<file path="src/rtl/uart_rx_byte.sv">
// 8N1 UART receiver: oversampled start/data/stop detection, LSB-first byte
// assembly, and a held output register with framing-error and overrun flags.
module uart_rx_byte #(
    parameter int CLK_FREQ   = 100000000,
    parameter int BAUD       = 9600,
    parameter int OVERSAMPLE = 16
) (
    input  logic       CLK,
    input  logic       RESET,
    input  logic       RX,
    input  logic       rec_clr,
    output logic [7:0] rec_data,
    output logic       data_valid,
    output logic       frame_err,
    output logic       overrun,
    output logic       rx_busy
);

    localparam int TICK_DIV = CLK_FREQ / (BAUD * OVERSAMPLE);
    localparam int TW       = (TICK_DIV > 1) ? $clog2(TICK_DIV) : 1;
    localparam int SW       = $clog2(OVERSAMPLE);

    localparam logic [TW-1:0] TICK_LAST = TW'(TICK_DIV - 1);
    localparam logic [SW-1:0] SAMP_LAST = SW'(OVERSAMPLE - 1);
    localparam logic [SW-1:0] SAMP_HALF = SW'(OVERSAMPLE / 2 - 1);

    typedef enum logic [2:0] {
        IDLE  = 3'd0,
        START = 3'd1,
        DATA  = 3'd2,
        STOP  = 3'd3,
        BREAK = 3'd4
    } state_t;

    logic          r_rx_meta;
    logic          r_rx_s;
    logic [TW-1:0] r_tick_cnt;
    logic [SW-1:0] r_samp_cnt;
    logic [2:0]    r_bit_idx;
    logic [7:0]    r_shift;
    state_t        r_state;
    logic [7:0]    r_rec_data;
    logic          r_data_valid;
    logic          r_frame_err;
    logic          r_overrun;
    logic          r_rx_busy;

    state_t        w_state_next;
    logic [SW-1:0] w_samp_next;
    logic [2:0]    w_bit_next;
    logic [7:0]    w_shift_next;
    logic          w_load;
    logic          w_ferr;
    logic          w_tick;
    logic          w_edge_start;

    assign w_tick       = (r_tick_cnt == TICK_LAST);
    assign w_edge_start = (r_state == IDLE) && !r_rx_s;

    // Two-flop synchronizer; idles high so reset does not look like a start bit
    always_ff @(posedge CLK or negedge RESET) begin
        if (!RESET) begin
            r_rx_meta <= 1'b1;
            r_rx_s    <= 1'b1;
        end else begin
            r_rx_meta <= RX;
            r_rx_s    <= r_rx_meta;
        end
    end

    // Sample-tick divider, re-phased to the detected start edge
    always_ff @(posedge CLK or negedge RESET) begin
        if (!RESET) begin
            r_tick_cnt <= '0;
        end else if (w_edge_start || w_tick) begin
            r_tick_cnt <= '0;
        end else begin
            r_tick_cnt <= r_tick_cnt + TW'(1);
        end
    end

    always_comb begin
        w_state_next = r_state;
        w_samp_next  = r_samp_cnt;
        w_bit_next   = r_bit_idx;
        w_shift_next = r_shift;
        w_load       = 1'b0;
        w_ferr       = 1'b0;
        case (r_state)
            IDLE: begin
                if (!r_rx_s) begin
                    w_state_next = START;
                    w_samp_next  = '0;
                end
            end
            START: begin
                if (w_tick) begin
                    if (r_samp_cnt == SAMP_HALF) begin
                        w_samp_next  = '0;
                        w_bit_next   = 3'd0;
                        w_state_next = r_rx_s ? IDLE : DATA;
                    end else begin
                        w_samp_next = r_samp_cnt + SW'(1);
                    end
                end
            end
            DATA: begin
                if (w_tick) begin
                    if (r_samp_cnt == SAMP_LAST) begin
                        w_samp_next  = '0;
                        w_shift_next = {r_rx_s, r_shift[7:1]};
                        if (r_bit_idx == 3'd7) begin
                            w_state_next = STOP;
                        end else begin
                            w_bit_next = r_bit_idx + 3'd1;
                        end
                    end else begin
                        w_samp_next = r_samp_cnt + SW'(1);
                    end
                end
            end
            STOP: begin
                if (w_tick) begin
                    if (r_samp_cnt == SAMP_LAST) begin
                        w_samp_next = '0;
                        if (r_rx_s) begin
                            w_load       = 1'b1;
                            w_state_next = IDLE;
                        end else begin
                            w_ferr       = 1'b1;
                            w_state_next = BREAK;
                        end
                    end else begin
                        w_samp_next = r_samp_cnt + SW'(1);
                    end
                end
            end
            BREAK: begin
                if (r_rx_s) begin
                    w_state_next = IDLE;
                end
            end
            default: begin
                w_state_next = IDLE;
            end
        endcase
    end

    always_ff @(posedge CLK or negedge RESET) begin
        if (!RESET) begin
            r_state    <= IDLE;
            r_samp_cnt <= '0;
            r_bit_idx  <= 3'd0;
            r_shift    <= 8'h00;
            r_rx_busy  <= 1'b0;
        end else begin
            r_state    <= w_state_next;
            r_samp_cnt <= w_samp_next;
            r_bit_idx  <= w_bit_next;
            r_shift    <= w_shift_next;
            r_rx_busy  <= (w_state_next != IDLE);
        end
    end

    // A load coinciding with rec_clr delivers the new byte and counts as consumed
    always_ff @(posedge CLK or negedge RESET) begin
        if (!RESET) begin
            r_rec_data   <= 8'h00;
            r_data_valid <= 1'b0;
            r_frame_err  <= 1'b0;
            r_overrun    <= 1'b0;
        end else begin
            r_data_valid <= w_load;
            r_frame_err  <= w_ferr;
            if (w_load) begin
                r_rec_data <= w_shift_next;
                if (rec_clr) begin
                    r_overrun <= 1'b0;
                end else if (r_rec_data != 8'h00) begin
                    r_overrun <= 1'b1;
                end
            end else if (rec_clr) begin
                r_rec_data <= 8'h00;
                r_overrun  <= 1'b0;
            end
        end
    end

    assign rec_data   = r_rec_data;
    assign data_valid = r_data_valid;
    assign frame_err  = r_frame_err;
    assign overrun    = r_overrun;
    assign rx_busy    = r_rx_busy;

endmodule

</file>
<file path="config.mk">
export PLATFORM = sky130hd
export DESIGN_NAME = uart_rx_byte
export DESIGN_NICKNAME = d
export VERILOG_FILES = /design/src/rtl/uart_rx_byte.sv
export SDC_FILE = /design/constraint.sdc
export NUM_CORES = 1
export LEC_CHECK = 0
export BUFFER_PORTS_ARGS = -buffer_cell sky130_fd_sc_hd__buf_2
export CAP_MARGIN = 10
export CORE_UTILIZATION = 58
export CTS_CLUSTER_SIZE = 28
export DETAILED_ROUTE_END_ITERATION = 7
export PLACE_DENSITY = 0.89
export SLEW_MARGIN = 20
export SYNTH_ARGS = -nofsm -noshare
export SYNTH_HDL_FRONTEND = slang
export SYNTH_SLANG_ARGS = --single-unit
</file>
<file path="constraint.sdc">
create_clock -name CLK -period 3.3 [get_ports CLK]
set_input_delay 0.495 -clock CLK [delete_from_list [all_inputs] [get_ports CLK]]
set_output_delay 0.495 -clock CLK [all_outputs]
set_load 0.1 [all_outputs]
</file>
==> results of run 1 <==
-- metal layers --
metal  track usage  vias up
met5             0        -
met4        0.0864        0
met3        0.0611        7
met2         0.387       26
met1         0.266      644
li1              -      641
-- worst max-delay path by stage --
| stage | endpoint | depth (start not counted) |
|---|---|---|
| finish | r_shift[3] | 4 |
| global route | r_bit_idx[0] | 5 |
| CTS | r_shift[3] | 4 |
| detailed placement | r_shift[5] | 4 |
| global placement | r_shift[5] | 4 |
| floorplan | r_shift[0] | 5 |
-- cell usage in the layout, fill, tap and decap left out, types with 2 or more instances in the layout --
cell type	n
dfrtp_1	40
nand2_1	22
nor2_1	15
buf_2	15
nand2b_1	10
o21ai_0	10
nand3_1	8
mux2_4	8
xnor2_1	6
ha_1	5
clkbuf_4	5
nor4_1	4
nor3_1	4
and3_1	4
xor2_1	4
or3b_2	2
inv_1	2
or4_1	2
a22o_1	2
a21oi_1	2
dfstp_2	2
-- synthesized netlist by cell type, drive strengths merged --
cell type   n
dfrtp      40
xor2        4
or3         1
nand4       1
and4        1
inv         2
nand3       8
or4b        2
buf         1
o21bai      1
a21oi       2
nor3        4
and3        4
a31oi       1
clkbuf      4
or3b        2
o32ai       1
nor3b       1
a22o        2
nand3b      1
nor4        4
a21o        1
and2        1
nor2       16
o21a        1
o21ai      10
dfstp       2
mux2        9
nand2      22
or2         1
or4         3
nand2b     10
xnor2       6
o22ai       1
ha          5
-- worst max-delay path, cell delays in order (launching register included) --
cell and delay, ns:
dfrtp_1 0.45, or4b_4 0.55, or4_4 0.54, or3_1 0.59, mux2_4 0.39
-- through the flow --
stage,hold slack (ns),total power [uW],area (sq um),util
after CTS,0.221,800,2090,0.674
final,0.230,794,2090,0.674
after detailed placement,0.350,542,2030,0.654
after global placement,0.347,541,2030,0.654
after global routing,0.205,831,2090,0.674
after floorplan,0.199,529,1920,-
-- flip-flops by register name (all words and copies together) (netlist names) --
register / cells
frame_err: 1
overrun: 1
r_bit_idx: 3
rx_busy: 1
r_rx_s: 1
data_valid: 1
r_rx_meta: 1
rec_data: 8
r_tick_cnt: 10
r_shift: 8
r_state: 3
r_samp_cnt: 4
-- report_power, final --
part,leakage [uW],internal (uW),switching (uW)
sequential,0.000560,517,1.24
combinational,0.000430,2.67,10.6
clock,0.0000318,86.8,175
-- logic make-up after synthesis --
group,after synthesis,share of synthesized area
buffers and inverters,7,0.0176
XOR/XNOR,10,0.0455
AO/OA/AOI/OAI,20,0.0631
adder cells (fa/ha/maj),5,0.0325
flip-flops,42,0.547
AND/OR/NAND/NOR,82,0.226
multiplexers,9,0.0683
-- layout make-up --
cell class              instances  area share
multi-input cells             126       0.400
clock buffers                   5      0.0180
clock inverters                 3      0.0120
well taps                      44      0.0263
repair buffers                 15      0.0359
flip-flops and latches         42       0.504
inverters                       2     0.00359
==> impl_metrics.env, run 1 <==
export IMPL_port_buffers=15
export IMPL_vias=1318
export IMPL_post_cts_setup_buffers=0
export IMPL_fp_coreArea_sq_um=3100
export IMPL_whs_path_depth=1
export IMPL_ys_seq_area_frac=0.547
export IMPL_outcome="finished clean"
export IMPL_antenna_left=0
export IMPL_path_clk_slew_ns=0.13
export IMPL_layout_setup_ws_ns=0.668
export IMPL_wl_met2_um=1730
export IMPL_fin_cells=237
export IMPL_worstMarginPinSlew_ns=0.893
export IMPL_antennaDiodeCount=0
export IMPL_io_pins=16
export IMPL_syn_nets=184
export IMPL_powerDensity_nw_per_um2=380
export IMPL_r2r_setup_slack_ns=0.67
export IMPL_multi_input_area_sq_um=837
export IMPL_drt_total_wl_um=3410
export IMPL_wire_per_inst_um=14.4
export IMPL_ys_top_cells_by_area="dfrtp_1 (52%), mux2_4 (6.2%), nand2_1 (4.3%)"
export IMPL_cts_buffers=5
export IMPL_final_setup_tns_ns=0
export IMPL_postCtsResizedCells=0
export IMPL_slew_headroom=0.405
export IMPL_critPathMaxFanout=10
export IMPL_reg2reg_to="r_shift[3]"
export IMPL_synth_seq_cells=42
export IMPL_hold_class="input port to flip-flop"
export IMPL_num_rows=20
export IMPL_postSynthAreaPerCell_sq_um=11.0
export IMPL_netlist_area_sq_um=1920
export IMPL_clkSinkCount=42
export IMPL_fin_nets=201
export IMPL_met3_length_um=112
export IMPL_required_ns=3.56
export IMPL_layout_drive_gt1_share=0.207
export IMPL_yosys_area_top_type="dfrtp_1"
export IMPL_fin_skew_ns=0.0129
export IMPL_wl_met1_um=1520
export IMPL_yosysWarningCount=0
export IMPL_crit_path_start="r_tick_cnt[2]"
export IMPL_ir_drop_mv=0.316
export IMPL_area_growth_syn_to_layout_pct=8.65
export IMPL_fin_crit_sh=0.798
export IMPL_hpwl_um=2470
export IMPL_root_buffer="clkbuf_4"
export IMPL_cts_tree="done"
export IMPL_antenna_found_initial=0
export IMPL_start_kind="flip-flop"
export IMPL_grt_pass1_vias=1315
export IMPL_clock_latency_ns=0.36
export IMPL_place_congestion=0.839
export IMPL_worstReg2RegStart="r_tick_cnt[2]"
export IMPL_hold_end="r_rx_meta"
export IMPL_crit_type="flip-flop to flip-flop"
export IMPL_dr_pass1_iters=4
export IMPL_grt_first_pass_wirelength_um=5750
export IMPL_reg2reg_depth=4
export IMPL_syn_instance_count=175
export IMPL_rsz0062_at_grt="false"
export IMPL_die_y_um=59.6
export IMPL_setup_viol=0
export IMPL_hold_buffers=0
export IMPL_drc=0
export IMPL_min_delay_start="RX"
export IMPL_grt_usage=0.224
export IMPL_arrival_ns=2.89
export IMPL_regArea_sq_um=1050
export IMPL_top_layer_used="met4"
export IMPL_htreeDepth=2
export IMPL_dp_cells=229
export IMPL_synth_top_area_share=0.520
export IMPL_overflow=0
export IMPL_fmax_mhz=380
export IMPL_drv_slew=0
export IMPL_fillers=256
export IMPL_min_period_ns=2.63
export IMPL_die_area_sq_um=3550
export IMPL_initial_core_util=0.620
export IMPL_ys_types=39
export IMPL_hold_viol=0
export IMPL_die_x_um=59.6
export IMPL_drt_initial_drc_count=72
export IMPL_pre_cts_ws_ns=0.683
export IMPL_end_kind="flip-flop"
export IMPL_clockBufferDepth=2
export IMPL_max_cap_violations=0
export IMPL_p_leak_uw=0.00102
export IMPL_viasPerCell=5.56
export IMPL_grt_max_degree=43
No activity file was read; power rests on OpenSTA's default activity.
==> inputs of run 2 (changes only) <==
CORE_UTILIZATION = 52   (was 58)
PLACE_DENSITY = 0.85   (was 0.89)
clock period = 2.25 ns   (was 3.3 ns; I/O delays follow)
==> impl_metrics.env, run 2 (synthesized netlist as in run 1, its figures left out) <==
export IMPL_outcome="finished with violations"
export IMPL_failed_checks="negative setup slack"
export IMPL_max_stage_delay_ns=0.55
export IMPL_num_rows=21
export IMPL_antennaDiodeCount=0
export IMPL_slowest_stage="or4b_4"
export IMPL_reg2reg_depth=5
export IMPL_place_congestion=0.797
export IMPL_hold_viol=0
export IMPL_critPathMaxFanout=5
export IMPL_final_common_cell="dfrtp_1"
export IMPL_slew_headroom=0.391
export IMPL_cts_tree="done"
export IMPL_vias=1397
export IMPL_drt_initial_drc_count=57
export IMPL_wl_met1_um=1690
export IMPL_cpLargestDelayFamily="simple AND/OR/NAND/NOR gates"
export IMPL_hold_class="input port to flip-flop"
export IMPL_end_kind="flip-flop"
export IMPL_final_cell_mix="dfrtp_1 (40), nand2_1 (22), buf_4 (19)"
export IMPL_drv_slew=0
export IMPL_drt_total_wl_um=3750
export IMPL_required_ns=2.43
export IMPL_clkSinkCount=42
export IMPL_wl_met2_um=1860
export IMPL_path_depth=5
export IMPL_layout_drive_gt1_share=0.313
export IMPL_powerDensity_nw_per_um2=635
export IMPL_grt_max_degree=43
export IMPL_htreeDepth=2
export IMPL_hold_buffers=0
export IMPL_fmax_mhz=440
export IMPL_fp_coreArea_sq_um=3440
export IMPL_antenna_left=0
export IMPL_p_leak_uw=0.00120
export IMPL_r2r_setup_slack_ns=-0.02
export IMPL_overflow=0
export IMPL_wire_per_inst_um=14.4
export IMPL_path_buf_inv=1
export IMPL_antenna_found_initial=0
export IMPL_met3_length_um=146
export IMPL_fin_crit_sh=1.01
export IMPL_die_x_um=62.8
export IMPL_min_period_ns=2.27
export IMPL_crit_chain="or4b_4 -> or4_4 -> or3_4 -> buf_6 -> mux2_4"
export IMPL_die_y_um=62.8
export IMPL_area_growth_syn_to_layout_pct=23.3
export IMPL_start_kind="flip-flop"
export IMPL_setup_viol=9
export IMPL_holdWs_ns=0.143
export IMPL_path_clk_slew_ns=0.08
export IMPL_crit_type="flip-flop to flip-flop"
export IMPL_fin_nets=222
export IMPL_top_layer_used="met4"
export IMPL_port_buffers=15
export IMPL_largest_register_ffs=10
export IMPL_dr_pass1_iters=4
export IMPL_root_buffer="clkbuf_8"
export IMPL_io_pins=16
export IMPL_grt_pass1_vias=1477
export IMPL_final_setup_tns_ns=-0.124
export IMPL_largest_register="r_tick_cnt"
export IMPL_ir_drop_mv=0.554
export IMPL_hpwl_um=2470
export IMPL_viasPerCell=5.37
export IMPL_cts_buffers=5
export IMPL_fin_skew_ns=0.00677
export IMPL_grt_usage=0.221
export IMPL_max_cap_violations=0
export IMPL_layout_setup_ws_ns=-0.0230
export IMPL_whs_path_depth=1
export IMPL_arrival_ns=2.45
export IMPL_drc=0
export IMPL_clockBufferDepth=2
export IMPL_worstMarginPinSlew_ns=0.913
export IMPL_rsz0062_at_grt="true"
export IMPL_die_area_sq_um=3950
export IMPL_initial_core_util=0.559
export IMPL_grt_first_pass_wirelength_um=6630
export IMPL_clock_latency_ns=0.30
## run 2: changes by cell type in the layout (fill, tap and decap cells not counted), sizes merged
cell	delta
clkbuf	+1
clkinv	-1
buf	+21
clkinvlp	-1
bufinv	+2
inv	-1
## run 2: final timing paths
check / endpoint / start
worst max-delay path: r_shift[0] / r_tick_cnt[8]
worst min-delay path: r_rx_meta / RX
worst max register to register: r_shift[0] / r_tick_cnt[8]
worst min register to register: r_rx_s / r_rx_meta
max in group asynchronous: r_tick_cnt[1] / RESET
min in group asynchronous: rec_data[2] / RESET
## run 2: per-stage QoR
stage	total power, uW	util	cell area [sq um]	worst slack, ns	std cells
2_1_floorplan	776	-	1930	-0.0431	175
3_3_place_gp	794	0.630	2170	-0.0310	249
3_5_place_dp	796	0.630	2170	-0.0607	249
4_1_cts	1520	0.682	2350	-0.0145	259
5_1_grt	1550	0.690	2370	-0.0587	260
6_report	1510	0.690	2370	-0.0230	260
## run 2: final cells by class
| type | instances | area [sq um] |
|---|---|---|
| multi-input combinational | 126 | 872 |
| inverter | 2 | 7.51 |
| timing repair buffer | 36 | 240 |
| sequential | 42 | 1050 |
| clock buffer | 6 | 82.6 |
| fill | 254 | 1070 |
| tap | 46 | 57.6 |
| clock inverter | 2 | 60.1 |
## run 2: per-layer routing
| metal | up-vias | track usage |
|---|---|---|
| met5 | - | 0 |
| met4 | 0 | 0.0756 |
| met3 | 6 | 0.0602 |
| met2 | 31 | 0.372 |
| met1 | 676 | 0.272 |
| li1 | 684 | - |
## run 2: timing repair
action,4_1_cts,5_1_grt
pin swaps,3,0
buffers inserted,1,1
endpoints found under the setup margin,10,11
gates cloned,1,0
resized for setup,5,4
## run 2: power by group
part	internal, uW	leakage, uW	total (uW)	switching, uW
logic	3.93	0.000564	19.7	15.7
registers	757	0.000560	760	2.15
clock network	473	0.0000714	728	255
==> inputs of run 3 (changes only) <==
GPL_TIMING_DRIVEN = 0   (was not set)
RECOVER_POWER = 50   (was not set)
==> impl_metrics.env, run 3 (synthesized netlist as in run 1, its figures left out) <==
export IMPL_fmax_mhz=423
export IMPL_layout_drive_gt1_share=0.270
export IMPL_grt_first_pass_wirelength_um=5900
export IMPL_initial_core_util=0.559
export IMPL_vias=1319
export IMPL_largest_register_ffs=10
export IMPL_grt_max_degree=43
export IMPL_p_sw_uw=280
export IMPL_dr_pass1_iters=4
export IMPL_min_period_ns=2.36
export IMPL_reg2reg_depth=5
export IMPL_fp_coreArea_sq_um=3440
export IMPL_antenna_left=0
export IMPL_fin_util=0.660
export IMPL_port_buffers=15
export IMPL_setup_viol=10
export IMPL_hold_class="input port to flip-flop"
export IMPL_p_clk_frac=0.476
export IMPL_htreeDepth=2
export IMPL_slew_headroom=0.330
export IMPL_wire_per_inst_um=14.0
export IMPL_place_congestion=0.833
export IMPL_r2r_setup_slack_ns=-0.11
export IMPL_clockBufferDepth=2
export IMPL_endpoint="r_shift[0]"
export IMPL_start_kind="flip-flop"
export IMPL_cts_buffers=5
export IMPL_max_cap_violations=0
export IMPL_die_x_um=62.8
export IMPL_critPathMaxFanout=5
export IMPL_worstReg2RegStart="r_tick_cnt[6]"
export IMPL_worstMarginPinSlew_ns=1.00
export IMPL_die_area_sq_um=3950
export IMPL_arrival_ns=2.54
export IMPL_cts_tree="done"
export IMPL_drt_initial_drc_count=67
export IMPL_area_growth_syn_to_layout_pct=18.1
export IMPL_drt_total_wl_um=3440
export IMPL_die_y_um=62.8
export IMPL_crit_type="flip-flop to flip-flop"
export IMPL_antenna_found_initial=0
export IMPL_reg2reg_to="r_shift[0]"
export IMPL_viasPerCell=5.36
export IMPL_ir_drop_mv=0.501
export IMPL_clkSinkCount=42
export IMPL_drc=0
export IMPL_p_leak_uw=0.00111
export IMPL_fin_crit_sh=1.05
export IMPL_required_ns=2.43
export IMPL_grt_pass1_vias=1322
export IMPL_hold_buffers=0
export IMPL_root_buffer="clkbuf_8"
export IMPL_failed_checks="negative setup slack"
export IMPL_p_comb_frac=0.013
export IMPL_num_rows=21
export IMPL_layout_setup_ws_ns=-0.113
export IMPL_final_common_cell="dfrtp_1"
export IMPL_clock_latency_ns=0.30
export IMPL_power_internal_uw=1210
export IMPL_fin_skew_ns=0.0121
export IMPL_rsz0062_at_grt="true"
export IMPL_grt_usage=0.197
export IMPL_io_pins=16
export IMPL_seqPwrFrac=0.511
export IMPL_outcome="finished with violations"
export IMPL_postPlaceCellArea_sq_um=2060
export IMPL_drv_slew=0
export IMPL_hold_viol=0
export IMPL_largest_register="r_tick_cnt"
export IMPL_final_cell_mix="dfrtp_1 (40), nand2_1 (22), nor2_1 (15), buf_2 (15)"
export IMPL_path_clk_slew_ns=0.09
export IMPL_crit_path_start="r_tick_cnt[6]"
export IMPL_hpwl_um=2210
export IMPL_p_sw_frac=0.189
export IMPL_overflow=0
export IMPL_fin_nets=208
export IMPL_antennaDiodeCount=0
export IMPL_powerDensity_nw_per_um2=654
export IMPL_end_kind="flip-flop"
export IMPL_fillers=264
export IMPL_finalPower_uw=1490
export IMPL_finalInstanceArea_sq_um=2270
## run 3: final cells by class
class,instances,area [sq um],share of cell area
Timing Repair Buffer,19,109,0.0479
Clock buffer,5,68.8,0.0303
Inverter,2,7.51,0.00330
Multi-Input combinational cell,126,887,0.390
Clock inverter,3,68.8,0.0303
Buffer,3,20.0,0.00881
Tap cell,46,57.6,0.0253
Sequential cell,42,1050,0.464
## run 3: power groups by stage
stage	clock, uW	sequential [uW]	combinational, uW
floorplan	0	774	2.16
global placement	0	774	20.1
global route	757	760	23.0
CTS	721	759	20.4
detailed placement	0	774	20.6
finish	707	760	19.2
## run 3: metal layers
metal  global-route usage  vias to the layer above  wire, um
met4               0.0814                        0        43
met3               0.0602                        3       155
li1                     -                      658         -
met1                0.252                      621      1560
met5                    0                        -         0
met2                0.308                       37      1680
## run 3: through the flow
step / instances / setup TNS (ns) / hold WS [ns] / setup WS, ns
2_1_floorplan: 175 / -0.345 / 0.0419 / -0.0431
3_3_place_gp: 236 / -1.57 / 0.347 / -0.113
3_5_place_dp: 236 / -1.75 / 0.347 / -0.141
4_1_cts: 246 / -1.93 / 0.123 / -0.132
5_1_grt: 246 / -1.82 / 0.117 / -0.175
6_report: 246 / -0.889 / 0.134 / -0.113
## run 3: repair_timing
| item | 4_1_cts | 5_1_grt |
|---|---|---|
| setup buffers | 1 | 2 |
| resized for setup | 8 | 7 |
| setup endpoints to repair | 22 | 36 |
| pin swaps | 2 | 2 |
| gates cloned | 1 | 0 |
## run 3: worst min-delay path by stage
stage,from,end,cells after the start
3_3_place_gp,r_rx_meta,r_rx_s,0
4_1_cts,RX,r_rx_meta,1
6_report,RX,r_rx_meta,1
2_1_floorplan,RESET,data_valid,0
3_5_place_dp,r_rx_meta,r_rx_s,0
5_1_grt,RX,r_rx_meta,1
## run 3: worst max-delay path, cell delays in order (launching register included)
cell     delay, ns
dfrtp_1       0.43
or3b_4        0.45
or4_4         0.56
or3_4         0.36
buf_6         0.15
mux2_4        0.29
